--- src/rtl/hdmi_sched_pkg.sv ---
// Shared definitions for the HDMI data-island scheduler.
//   sched_state_e : scheduler FSM states
//   SRC_*         : bit positions of the request/grant vectors
//   *_LEN         : island phase lengths in pixel clocks
package hdmi_sched_pkg;

    typedef enum logic [2:0] {
        IDLE,
        DELAY,
        PREAMBLE,
        LGUARD,
        PACKET,
        TGUARD,
        WAITLINE
    } sched_state_e;

    localparam int unsigned SRC_ACR = 0;
    localparam int unsigned SRC_AUD = 1;
    localparam int unsigned SRC_AVI = 2;
    localparam int unsigned SRC_AIF = 3;

    localparam int unsigned PREAMBLE_LEN = 8;
    localparam int unsigned GUARD_LEN    = 2;
    localparam int unsigned PKT_LEN      = 32;

endpackage

--- src/rtl/hdmi_sched_arbiter.sv ---
// Packet-source arbiter: fixed priority ACR > audio sample > infoframes,
// with the two infoframe sources (AVI, audio) sharing the lowest level
// round-robin.
//   clk, reset : pixel clock, synchronous active-high reset
//   i_elig     : eligible requests, indexed by SRC_*
//   i_take     : the current grant is being issued this cycle
//   o_gnt      : one-hot combinational grant (zero when nothing eligible)
//   o_idx      : index of the granted source
module hdmi_sched_arbiter
    import hdmi_sched_pkg::*;
(
    input  logic       clk,
    input  logic       reset,
    input  logic [3:0] i_elig,
    input  logic       i_take,
    output logic [3:0] o_gnt,
    output logic [1:0] o_idx
);

    // rr_q = 0: AVI wins a tie against the audio infoframe; 1: audio infoframe wins.
    logic rr_q, rr_d;

    always_comb begin
        o_gnt = '0;
        o_idx = '0;
        if (i_elig[SRC_ACR]) begin
            o_gnt[SRC_ACR] = 1'b1;
            o_idx          = 2'(SRC_ACR);
        end else if (i_elig[SRC_AUD]) begin
            o_gnt[SRC_AUD] = 1'b1;
            o_idx          = 2'(SRC_AUD);
        end else if (i_elig[SRC_AVI] && (!rr_q || !i_elig[SRC_AIF])) begin
            o_gnt[SRC_AVI] = 1'b1;
            o_idx          = 2'(SRC_AVI);
        end else if (i_elig[SRC_AIF]) begin
            o_gnt[SRC_AIF] = 1'b1;
            o_idx          = 2'(SRC_AIF);
        end
    end

    // Pointer moves only when an infoframe is actually granted.
    always_comb begin
        rr_d = rr_q;
        if (i_take && o_gnt[SRC_AVI]) begin
            rr_d = 1'b1;
        end else if (i_take && o_gnt[SRC_AIF]) begin
            rr_d = 1'b0;
        end
    end

    always_ff @(posedge clk) begin
        if (reset) begin
            rr_q <= 1'b0;
        end else begin
            rr_q <= rr_d;
        end
    end

endmodule

--- src/rtl/hdmi_island_scheduler.sv ---
// HDMI data-island scheduler. On each blanking interval it waits START_DLY
// pixel clocks, then (if any packet is requested) emits preamble, leading
// guard band, up to MAX_PKTS back-to-back 32-cycle packets and a trailing
// guard band. One island per blanking interval; a blank falling edge inside
// an island aborts it and sets the sticky error flag.
//   i_pixclk, i_reset   : pixel clock, synchronous active-high reset
//   i_hSync, i_vSync    : syncs (i_vSync only used with the option below)
//   i_blank             : high during blanking
//   i_req[3:0]          : level requests (ACR, audio, AVI IF, audio IF)
//   o_grant[3:0]        : one-hot pulse at the start of the granted packet
//   o_sel, o_pkt_start, o_pkt_cnt : packet in flight, cycle-0 pulse, cycle 0..31
//   o_preamble, o_guard, o_data   : island phase indicators
//   o_err               : sticky abort flag
// Option macro HDMI_SCHED_VBLANK_INFO_EN: infoframes are only eligible on
// lines where i_vSync was seen high since the last blank falling edge.
module hdmi_island_scheduler
    import hdmi_sched_pkg::*;
#(
    parameter int unsigned START_DLY = 4,
    parameter int unsigned MAX_PKTS  = 2
) (
    input  logic       i_pixclk,
    input  logic       i_reset,
    input  logic       i_hSync,
    input  logic       i_vSync,
    input  logic       i_blank,
    input  logic [3:0] i_req,
    output logic [3:0] o_grant,
    output logic [1:0] o_sel,
    output logic       o_pkt_start,
    output logic [4:0] o_pkt_cnt,
    output logic       o_preamble,
    output logic       o_guard,
    output logic       o_data,
    output logic       o_err
);

    localparam int unsigned CNT_SPAN = (START_DLY > PKT_LEN) ? START_DLY : PKT_LEN;
    localparam int unsigned CNT_W    = $clog2(CNT_SPAN);
    localparam int unsigned DLY_LAST = (START_DLY > 0) ? START_DLY - 1 : 0;

    sched_state_e     state_q, state_d;
    logic [CNT_W-1:0] cnt_q, cnt_d;
    logic [4:0]       pkts_q, pkts_d;
    logic [3:0]       served_q, served_d;
    logic [3:0]       grant_q, grant_d;
    logic [1:0]       sel_q, sel_d;
    logic             err_q, err_d;
    logic             blank_prev_q, blank_prev_d;

    logic       blank_rise, blank_fall;
    logic [3:0] elig_mask, elig, arb_gnt;
    logic [1:0] arb_idx;
    logic       arb_take;
    logic       unused_sync;

    assign blank_rise   = i_blank & ~blank_prev_q;
    assign blank_fall   = ~i_blank & blank_prev_q;
    assign blank_prev_d = i_blank;

`ifdef HDMI_SCHED_VBLANK_INFO_EN
    logic vs_seen_q, vs_seen_d;

    // Includes the current sample so a vSync coinciding with the decision
    // cycle still qualifies.
    always_comb begin
        vs_seen_d = (blank_fall ? 1'b0 : vs_seen_q) | i_vSync;
    end

    always_ff @(posedge i_pixclk) begin
        if (i_reset) begin
            vs_seen_q <= 1'b0;
        end else begin
            vs_seen_q <= vs_seen_d;
        end
    end

    assign elig_mask   = (vs_seen_q | i_vSync) ? 4'b1111 : 4'b0011;
    assign unused_sync = i_hSync;
`else
    assign elig_mask   = 4'b1111;
    assign unused_sync = i_hSync ^ i_vSync;
`endif

    // A source granted in this island is not granted again until the next
    // island; a request still held at its grant therefore counts as a new
    // request for the next island's slots.
    assign elig = i_req & ~served_q & elig_mask;

    hdmi_sched_arbiter u_arbiter (
        .clk    (i_pixclk),
        .reset  (i_reset),
        .i_elig (elig),
        .i_take (arb_take),
        .o_gnt  (arb_gnt),
        .o_idx  (arb_idx)
    );

    always_comb begin
        state_d  = state_q;
        cnt_d    = cnt_q;
        pkts_d   = pkts_q;
        served_d = served_q;
        grant_d  = '0;
        sel_d    = sel_q;
        err_d    = err_q;
        arb_take = 1'b0;

        if (blank_fall && (state_q == PREAMBLE || state_q == LGUARD ||
                           state_q == PACKET   || state_q == TGUARD)) begin
            state_d = IDLE;
            cnt_d   = '0;
            err_d   = 1'b1;
        end else begin
            case (state_q)
                IDLE: begin
                    if (blank_rise) begin
                        state_d  = DELAY;
                        cnt_d    = '0;
                        pkts_d   = '0;
                        served_d = '0;
                    end
                end
                DELAY: begin
                    if (blank_fall) begin
                        state_d = IDLE;
                        cnt_d   = '0;
                    end else if (cnt_q == CNT_W'(DLY_LAST)) begin
                        cnt_d   = '0;
                        state_d = (|elig) ? PREAMBLE : WAITLINE;
                    end else begin
                        cnt_d = cnt_q + CNT_W'(1);
                    end
                end
                PREAMBLE: begin
                    if (cnt_q == CNT_W'(PREAMBLE_LEN - 1)) begin
                        cnt_d   = '0;
                        state_d = LGUARD;
                    end else begin
                        cnt_d = cnt_q + CNT_W'(1);
                    end
                end
                LGUARD: begin
                    if (cnt_q == CNT_W'(GUARD_LEN - 1)) begin
                        cnt_d = '0;
                        // A request withdrawn before arbitration closes the
                        // island with the trailing guard instead of an empty packet.
                        if (|arb_gnt) begin
                            state_d  = PACKET;
                            arb_take = 1'b1;
                        end else begin
                            state_d = TGUARD;
                        end
                    end else begin
                        cnt_d = cnt_q + CNT_W'(1);
                    end
                end
                PACKET: begin
                    if (cnt_q == CNT_W'(PKT_LEN - 1)) begin
                        cnt_d = '0;
                        if ((pkts_q < 5'(MAX_PKTS)) && (|arb_gnt)) begin
                            arb_take = 1'b1;
                        end else begin
                            state_d = TGUARD;
                        end
                    end else begin
                        cnt_d = cnt_q + CNT_W'(1);
                    end
                end
                TGUARD: begin
                    if (cnt_q == CNT_W'(GUARD_LEN - 1)) begin
                        cnt_d   = '0;
                        state_d = WAITLINE;
                    end else begin
                        cnt_d = cnt_q + CNT_W'(1);
                    end
                end
                WAITLINE: begin
                    if (blank_fall) begin
                        state_d = IDLE;
                    end
                end
                default: begin
                    state_d = IDLE;
                    cnt_d   = '0;
                end
            endcase
        end

        if (arb_take) begin
            grant_d  = arb_gnt;
            sel_d    = arb_idx;
            served_d = served_q | arb_gnt;
            pkts_d   = (pkts_q < 5'(MAX_PKTS)) ? pkts_q + 5'd1 : pkts_q;
        end
    end

    always_ff @(posedge i_pixclk) begin
        if (i_reset) begin
            state_q      <= IDLE;
            cnt_q        <= '0;
            pkts_q       <= '0;
            served_q     <= '0;
            grant_q      <= '0;
            sel_q        <= '0;
            err_q        <= 1'b0;
            blank_prev_q <= 1'b1;
        end else begin
            state_q      <= state_d;
            cnt_q        <= cnt_d;
            pkts_q       <= pkts_d;
            served_q     <= served_d;
            grant_q      <= grant_d;
            sel_q        <= sel_d;
            err_q        <= err_d;
            blank_prev_q <= blank_prev_d;
        end
    end

    always_comb begin
        o_grant     = grant_q;
        o_sel       = sel_q;
        o_err       = err_q;
        o_preamble  = (state_q == PREAMBLE);
        o_guard     = (state_q == LGUARD) || (state_q == TGUARD);
        o_data      = (state_q == PACKET);
        o_pkt_start = (state_q == PACKET) && (cnt_q == '0);
        o_pkt_cnt   = (state_q == PACKET) ? 5'(cnt_q) : 5'd0;
    end

endmodule
--- config.mk ---
export PLATFORM = sky130hd
export DESIGN_NAME = hdmi_island_scheduler
export DESIGN_NICKNAME = d
export VERILOG_FILES = /design/src/rtl/hdmi_sched_pkg.sv /design/src/rtl/hdmi_sched_arbiter.sv /design/src/rtl/hdmi_island_scheduler.sv
export SDC_FILE = /design/constraint.sdc
export NUM_CORES = 1
export LEC_CHECK = 0
export CORE_MARGIN = 3
export CORE_UTILIZATION = 52
export DETAILED_ROUTE_END_ITERATION = 7
export PLACE_DENSITY = 0.84
export SLEW_MARGIN = 20
export SYNTH_ARGS = -nofsm -noshare
export SYNTH_HDL_FRONTEND = slang
export SYNTH_SLANG_ARGS = --single-unit
--- constraint.sdc ---
create_clock -name i_pixclk -period 2.8 [get_ports i_pixclk]
set_clock_uncertainty 0.1 [all_clocks]
set_input_delay 0.28 -clock i_pixclk [delete_from_list [all_inputs] [get_ports i_pixclk]]
set_output_delay 0.28 -clock i_pixclk [all_outputs]
set_load 0.005 [all_outputs]
Word level (Yosys, flattened, before mapping). Cells that the tools add are included.

Word-level logic and storage cells: 115. Input port bits: 9. Register bits: 26.

Add/sub/neg operators: 2. Bitwise operators: 9. Reduce and logical (&&, ||, !) cells: 27. Magnitude comparators: 1. Equal/unequal tests: 20. Multiplexer cells: 47.

Operator list (count): $mux W5 (11); $mux W3 (11); $pmux W5 S6 (1); $pmux W3 S7 (1); $mux W4 (4); $mux W1 (13); $add A5 B1 Y5 const B (2); $mux W2 (5); $ne A2 B1 Y1 const B (5); $eq A3 B3 Y1 const B (3); $ne A2 B2 Y1 const B (4); $reduce_and A8 Y1 (1); $reduce_or A4 Y1 (2); $eq A3 B2 Y1 const B (2); $logic_and A1 B1 Y1 (6); $reduce_bool A2 Y1 (3); $reduce_or A2 Y1 (3); $eq A5 B1 Y1 const B (1); $eq A5 B2 Y1 const B (1); $eq A5 B3 Y1 const B (1); $eq A5 B5 Y1 const B (1); $logic_not A5 Y1 (1); $logic_or A1 B1 Y1 (5); $lt A5 B2 Y1 const B (1); other kinds (13) (18).

Longest topological paths before layout. Gate-level depths: netlist (run 1).

Depth after elaboration: 17. Mapped depth: 8. Mapped depth without buffers: 8.

Cells and area by module. Synthesis (run 1) repeated with hierarchy kept, for this count alone.

Cell total of the unflattened synthesis: 178. Area, all modules: 1564.0 µm².

By module, submodules not included: hdmi_island_scheduler (seq. area each 500.5 µm², instances 1, area an instance 1455.1 µm², cells each 163); hdmi_sched_arbiter (seq. area each 20.0 µm², instances 1, area an instance 108.9 µm², cells each 15).

Worst setup path after synthesis (run 1). No wires, ideal clock.

Path kind: reg-to-reg. Start: register state_q[1]. End: register pkts_q[1]. Buffers on the path: 2. Arrival: 1.818 ns. Data required time: 2.583 ns. Setup slack: 0.765 ns. Stages on the path, launching flop included: 9. Cells stage by stage: dfxtp_1 > buf_2 > inv_1 > ha_1 > nor3b_1 > a21o_1 > buf_6 > nor2_1 > a32o_1.

Longest elaborated chain between the ends: 8. Elaborated cells between the ends (all ways): 17. Classes of those cells: 6 x eq/ne; 3 x mux; 8 x reduce/logical.

Ends and longest elaborated chain: from (decl) (RTL line hdmi_island_scheduler.sv:42) `sched_state_e state_q, state_d;`; from (signal assigned) (RTL line hdmi_island_scheduler.sv:209) `state_q <= state_d;`; $eq A3 B2 Y1, on equally long branches (RTL line hdmi_island_scheduler.sv:109, hdmi_island_scheduler.sv:115); $logic_or A1 B1 Y1 (2 in series) (RTL line hdmi_island_scheduler.sv:109) `if (blank_fall && (state_q == PREAMBLE || state_q == LGUARD ||`; $logic_or A1 B1 Y1 (RTL line hdmi_island_scheduler.sv:110) `state_q == PACKET || state_q == TGUARD)) begin`; $logic_and A1 B1 Y1 (RTL line hdmi_island_scheduler.sv:109); $mux W1 (RTL line hdmi_island_scheduler.sv:109); $ne A2 B2 Y1 (no source line) (tied with other cells); $reduce_and A4 Y1 (no source line); to (signal assigned) (RTL line hdmi_island_scheduler.sv:211) `pkts_q <= pkts_d;`; to (decl) (RTL line hdmi_island_scheduler.sv:44) `logic [4:0] pkts_q, pkts_d;`.

Several ways; a longest one is shown, not always the timed one. A chain may end at the register's enable or synchronous reset.

Worst setup path after layout (run 1).
Start: register state_q[2]. End: output o_pkt_start.

Longest elaborated chain between the ends: 2.

Ends and longest elaborated chain: $eq A3 B3 Y1 (RTL line hdmi_island_scheduler.sv:227) `o_pkt_start = (state_q == PACKET) && (cnt_q == '0);`; $logic_and A1 B1 Y1 (RTL line hdmi_island_scheduler.sv:227); to (decl) (RTL line hdmi_island_scheduler.sv:30) `output logic o_pkt_start,`.

No other way between the ends.

==> results.json, run 1 <==
{
  "ys_ff_latch": 26,
  "syn_area_um2": 1500,
  "start_kind": "flip-flop",
  "routabilityCongestion": 0.829,
  "arrival_ns": 2.11,
  "clk_latency_ns": 0.31,
  "clockBufferDepth": 2,
  "hold_viol": 0,
  "avgViaCountPerCell": 6.35,
  "wl_per_cell_um": 16.2,
  "worst_pin_slew_ns": 0.638,
  "io_buffers": 22,
  "first_global_vias": 1327,
  "cts_buffers": 3,
  "drive_gt1_share_pct": 9.47,
  "hpwl_mm": 2.73,
  "final_common_cell": "dfxtp_1",
  "synthArstFlopShare_pct": 0,
  "vias": 1397,
  "ios": 25,
  "total_power_mw": 0.850,
  "fin_nets": 208,
  "ir_worst_vdd_uv": 392,
  "clock-sinks": 26,
  "cts-root-buf": "clkbuf_4",
  "synth.distinct_cells": 50,
  "synth_top_area_share_pct": 34.6,
  "dr.pass1.iters": 4,
  "synth_edf_count": 0,
  "hp-class": "reg -> reg",
  "required_ns": 2.42,
  "synthTopCellsByArea": "dfxtp_1 35%, ha_1 5.8%, a21oi_1 5.0%, and2_1 3.3%, nor2b_1 3.3%",
  "postRouteAntennaNets": 0,
  "grt_max_degree": 18,
  "seq_area_frac_synth_pct": 34.6,
  "cp_slowest_cell": "dfxtp_1",
  "p_leak_nw": 0.659,
  "crit_type": "reg -> out",
  "cts_tree": "yes",
  "antenna_found_initial": 0,
  "finalSetupViolCount": 0,
  "synthFlopType": "dfxtp_1",
  "antenna_cells": 0,
  "status": "finished clean",
  "drcViolationCount": 0,
  "fin_crit_sh_pct": 89.1,
  "cp_slowest_stage_delay_ns": 0.67,
  "fin_tns_setup_ns": 0,
  "overflow": 0,
  "initial_core_util_pct": 57.6,
  "die_area_um2": 3570,
  "core_um2": 2610,
  "crit_chain": "nor3b_2 > buf_4 > and3_2 > clkdlybuf4s50_1",
  "fmax_ghz": 0.401,
  "utilization_pct": 67.2,
  "cp_max_fo": 16,
  "synth.net_count": 186,
  "power_density_nw_per_um2": 484,
  "cp-end-kind": "output port",
  "rsz0062_at_grt": "no",
  "path_clk_slew_ns": 0.13,
  "max_slew_margin_pct": 57.5,
  "maxCapViolCount": 0,
  "dieWidth_um": 59.8,
  "wirelength_mm": 3.56,
  "synthCells": 170,
  "cts_hold_buf": 0,
  "drt-initial-drc-count": 102,
  "yosys_warnings": 0,
  "postCtsSetupBuffers": 0,
  "fin_crit_ns": 2.49,
  "grt_pass1_wl_mm": 6.06,
  "maxSlewViolCount": 0,
  "layout_common_cells": "26 x dfxtp_1, 22 x clkdlybuf4s50_1, 15 x a21oi_1",
  "postSynthAreaPerCell_um2": 8.85,
  "dieHeight_um": 59.8,
  "globalRouteTotalUtil_pct": 22.1,
  "num_rows": 18,
  "cts.repair.resized": 0,
  "synth_area_leader_cell": "dfxtp_1",
  "area_delta_synth_final_pct": 16.8,
  "h-tree-depth": 1
}
-- cell type report --
cell class | instances | area, µm²
clock buffers | 3 | 22.5
flip-flops and latches | 26 | 520
well taps | 30 | 37.5
inverters | 4 | 15.0
repair buffers | 25 | 243
fillers | 226 | 856
multi-input cells | 132 | 918
-- worst paths after layout --
kind | cells past startpoint | start | to | slack [ns]
setup reg to reg | 6 | state_q[2] | o_sel[1] | 0.54
setup / recovery | 4 | state_q[2] | o_pkt_start | 0.31
hold reg to reg | 1 | served_q[2] | served_q[2] | 0.38
hold / removal | 1 | served_q[2] | served_q[2] | 0.38
-- state kept, by name (all words and copies together), names as in the netlist --
name and cells:
cnt_q 5, pkts_q 5, o_grant 4, served_q 4, state_q 3, o_sel 2
blank_prev_q 1, o_err 1, u_arbiter.rr_q 1
-- power breakdown --
group          switching (mW)  internal, mW  total, mW
Sequential             0.0414         0.387      0.428
Clock                   0.106        0.0504      0.156
Combinational           0.154         0.112      0.266
-- critical path, delay by kind of cell (launching register included) --
kind	cells	cell delay, ns
AND/OR/NAND/NOR	2	0.44
flip-flops	1	0.67
buffers and inverters	2	0.68
-- logic make-up after synthesis --
logic type	count (synthesis)	share of synthesized area [%]
fa+ha+maj	7	5.82
mux	2	1.33
simple gates	72	28.3
xor+xnor	2	1.16
compound gates	49	24.5
flops	26	34.6
buf+inv	12	4.33
-- synth_stat cells (3+ instances only) --
cell and number:
nor2_1 8, nor3b_1 4, buf_2 4, inv_1 4, nand2b_1 7, nand3_1 3
nand4_1 5, nor2b_1 8, ha_1 7, a21oi_1 15, nor4_1 4, or2_2 4
o21ai_0 5, nand2_1 9, nor3_1 4, dfxtp_1 26, and2_1 8
-- per-stage QoR --
| step | instances | hold WS (ns) | worst slack, ns | cell area [µm²] |
|---|---|---|---|---|
| final | 220 | 0.380 | 0.307 | 1760 |
| after CTS | 220 | 0.384 | 0.308 | 1760 |
| after global routing | 220 | 0.402 | 0.152 | 1760 |
| after floorplan | 170 | 0.287 | 0.765 | 1500 |
| after global placement | 217 | 0.344 | 0.674 | 1730 |
| after detailed placement | 217 | 0.352 | 0.591 | 1730 |
-- layer usage --
| layer | wire length (µm) | global-route usage, % | up-vias | share of wire [%] |
|---|---|---|---|---|
| met3 | 168 | 3.46 | 10 | 4.7 |
| met4 | 89 | 11.4 | 0 | 2.5 |
| met2 | 1790 | 36.6 | 47 | 50 |
| met1 | 1510 | 27.4 | 663 | 42 |
| li1 | - | - | 677 | - |
| met5 | 0 | 0 | - | 0 |
Power figures use the tool's default switching activity.
==> run 2: changes to the inputs <==
--- a/config.mk
+++ b/config.mk
@@ -5,7 +5,8 @@
 export SDC_FILE = /design/constraint.sdc
 export NUM_CORES = 1
 export LEC_CHECK = 0
-export CORE_MARGIN = 3
+export ABC_CLOCK_PERIOD_IN_PS = 2800
+export CORE_MARGIN = 2
 export CORE_UTILIZATION = 52
 export DETAILED_ROUTE_END_ITERATION = 7
 export PLACE_DENSITY = 0.84
==> run 2 against run 1 <==
Die area is 6.6% lower. Sequential share of layout area down 0.27 points. Utilization shrank 2.9 points. Critical path depth did not move. First-iteration DRC count decreased by 54%. Sequential power shrank 5.8%. Combinational power is 11% higher. Power down 0.38%. Wire length shrank 6.9%. Non-clock buffer count rose by 2. Register-to-register slack gained 0.11 ns. Flip-flop and latch count unchanged.
==> results.json, run 2 (same netlist as run 1, synthesis figures left out) <==
{
  "rsz0062_at_grt": "no",
  "final_cells": 223,
  "dp_cells": 220,
  "cts_buffers": 3,
  "hpwl_mm": 2.57,
  "drive_gt1_share_pct": 10.4,
  "antenna_cells": 0,
  "antenna_found_initial": 0,
  "fmax_ghz": 0.405,
  "fin_tns_setup_ns": 0,
  "fin_crit_ns": 2.47,
  "required_ns": 2.42,
  "num_rows": 19,
  "overflow": 0,
  "routabilityCongestion": 0.882,
  "p_leak_nw": 0.670,
  "clockBufferDepth": 2,
  "clk_latency_ns": 0.31,
  "dieWidth_um": 57.8,
  "cts.repair.resized": 0,
  "vias": 1381,
  "crit_start": "state_q[2]",
  "layout_common_cells": "26 x dfxtp_1, 22 x clkdlybuf4s50_1, 15 x a21oi_1",
  "hp-class": "reg -> reg",
  "postRouteAntennaNets": 0,
  "wl_per_cell_um": 14.9,
  "cts_hold_buf": 0,
  "drcViolationCount": 0,
  "fin_nets": 210,
  "ir_worst_vdd_uv": 390,
  "wirelength_mm": 3.31,
  "postCtsSetupBuffers": 0,
  "utilization_pct": 64.3,
  "first_global_vias": 1330,
  "cp_slowest_cell": "dfxtp_1",
  "hp-start": "served_q[2]",
  "final_common_cell": "dfxtp_1",
  "maxSlewViolCount": 0,
  "power_density_nw_per_um2": 478,
  "initial_core_util_pct": 54.5,
  "maxCapViolCount": 0,
  "cts-root-buf": "clkbuf_4",
  "h-tree-depth": 1,
  "cp_slowest_stage_delay_ns": 0.54,
  "clock-sinks": 26,
  "ios": 25,
  "cts_tree": "yes",
  "fin_crit_sh_pct": 88.2,
  "dr.pass1.iters": 4,
  "cp_max_fo": 9,
  "worst_pin_slew_ns": 0.686,
  "reg_top3": "cnt_q (5), pkts_q (5)",
  "grt_max_degree": 17,
  "die_area_um2": 3340,
  "crit_type": "reg -> out",
  "path_clk_slew_ns": 0.12,
  "finalSetupViolCount": 0,
  "grt_pass1_wl_mm": 5.82,
  "io_buffers": 22,
  "core_um2": 2760,
  "cp-end-kind": "output port",
  "hold_viol": 0,
  "arrival_ns": 2.09,
  "crit_chain": "nor3b_2 > buf_4 > and3_2 > clkdlybuf4s50_1",
  "dieHeight_um": 57.8,
  "rr_startpoint": "state_q[2]",
  "globalRouteTotalUtil_pct": 22.1,
  "start_kind": "flip-flop",
  "drt-initial-drc-count": 47,
  "max_slew_margin_pct": 54.2,
  "status": "finished clean",
  "area_delta_synth_final_pct": 17.9,
  "avgViaCountPerCell": 6.19
}
-- run 2: changes by cell type in the layout (fill, tap and decap cells not counted), sizes merged --
cell	previous run	this run
buf	3	5
-- run 2: layout make-up --
type                            instances  area, µm²
Fill cell                             228        985
Multi-Input combinational cell        132        918
Sequential cell                        26        520
Timing Repair Buffer                   27        258
Tap cell                               31       38.8
Clock buffer                            3       22.5
Inverter                                4       15.0
-- run 2: stage by stage --
stage	setup WS, ns	power (mW)	cell area (µm²)	hold WS, ns
6_report	0.329	0.847	1770	0.380
5_1_grt	0.226	0.897	1770	0.413
4_1_cts	0.345	0.850	1770	0.380
3_5_place_dp	0.641	0.703	1750	0.350
3_3_place_gp	0.672	0.687	1750	0.342
2_1_floorplan	0.765	0.627	1500	0.287
-- run 2: final timing paths --
check / endpoint / slack, ns / cells after the start
worst max-delay path: o_pkt_start / 0.33 / 4
worst min-delay path: served_q[2] / 0.38 / 1
worst max register to register: pkts_q[2] / 0.65 / 5
worst min register to register: served_q[2] / 0.38 / 1
-- run 2: routing by layer --
metal | vias to the layer above | share of wire, % | GRT usage, %
met2 | 44 | 50 | 37.5
met4 | 0 | 1.6 | 9.97
li1 | 681 | - | -
met3 | 7 | 4.4 | 3.35
met5 | - | 0 | 0
met1 | 649 | 44 | 27.6
-- run 2: report_power, final --
group,switching [mW],leakage (nW),total [mW],internal (mW)
Clock,0.0996,0.0138,0.150,0.0503
Sequential,0.0159,0.210,0.403,0.387
Combinational,0.175,0.446,0.294,0.119
Total,0.291,0.670,0.847,0.557
-- run 2: critical path: cells and delay by family (launching register included) --
family	cells	cell delay [ns]
buffers and inverters	2	0.70
DFF	1	0.54
and+or+nand+nor	2	0.54
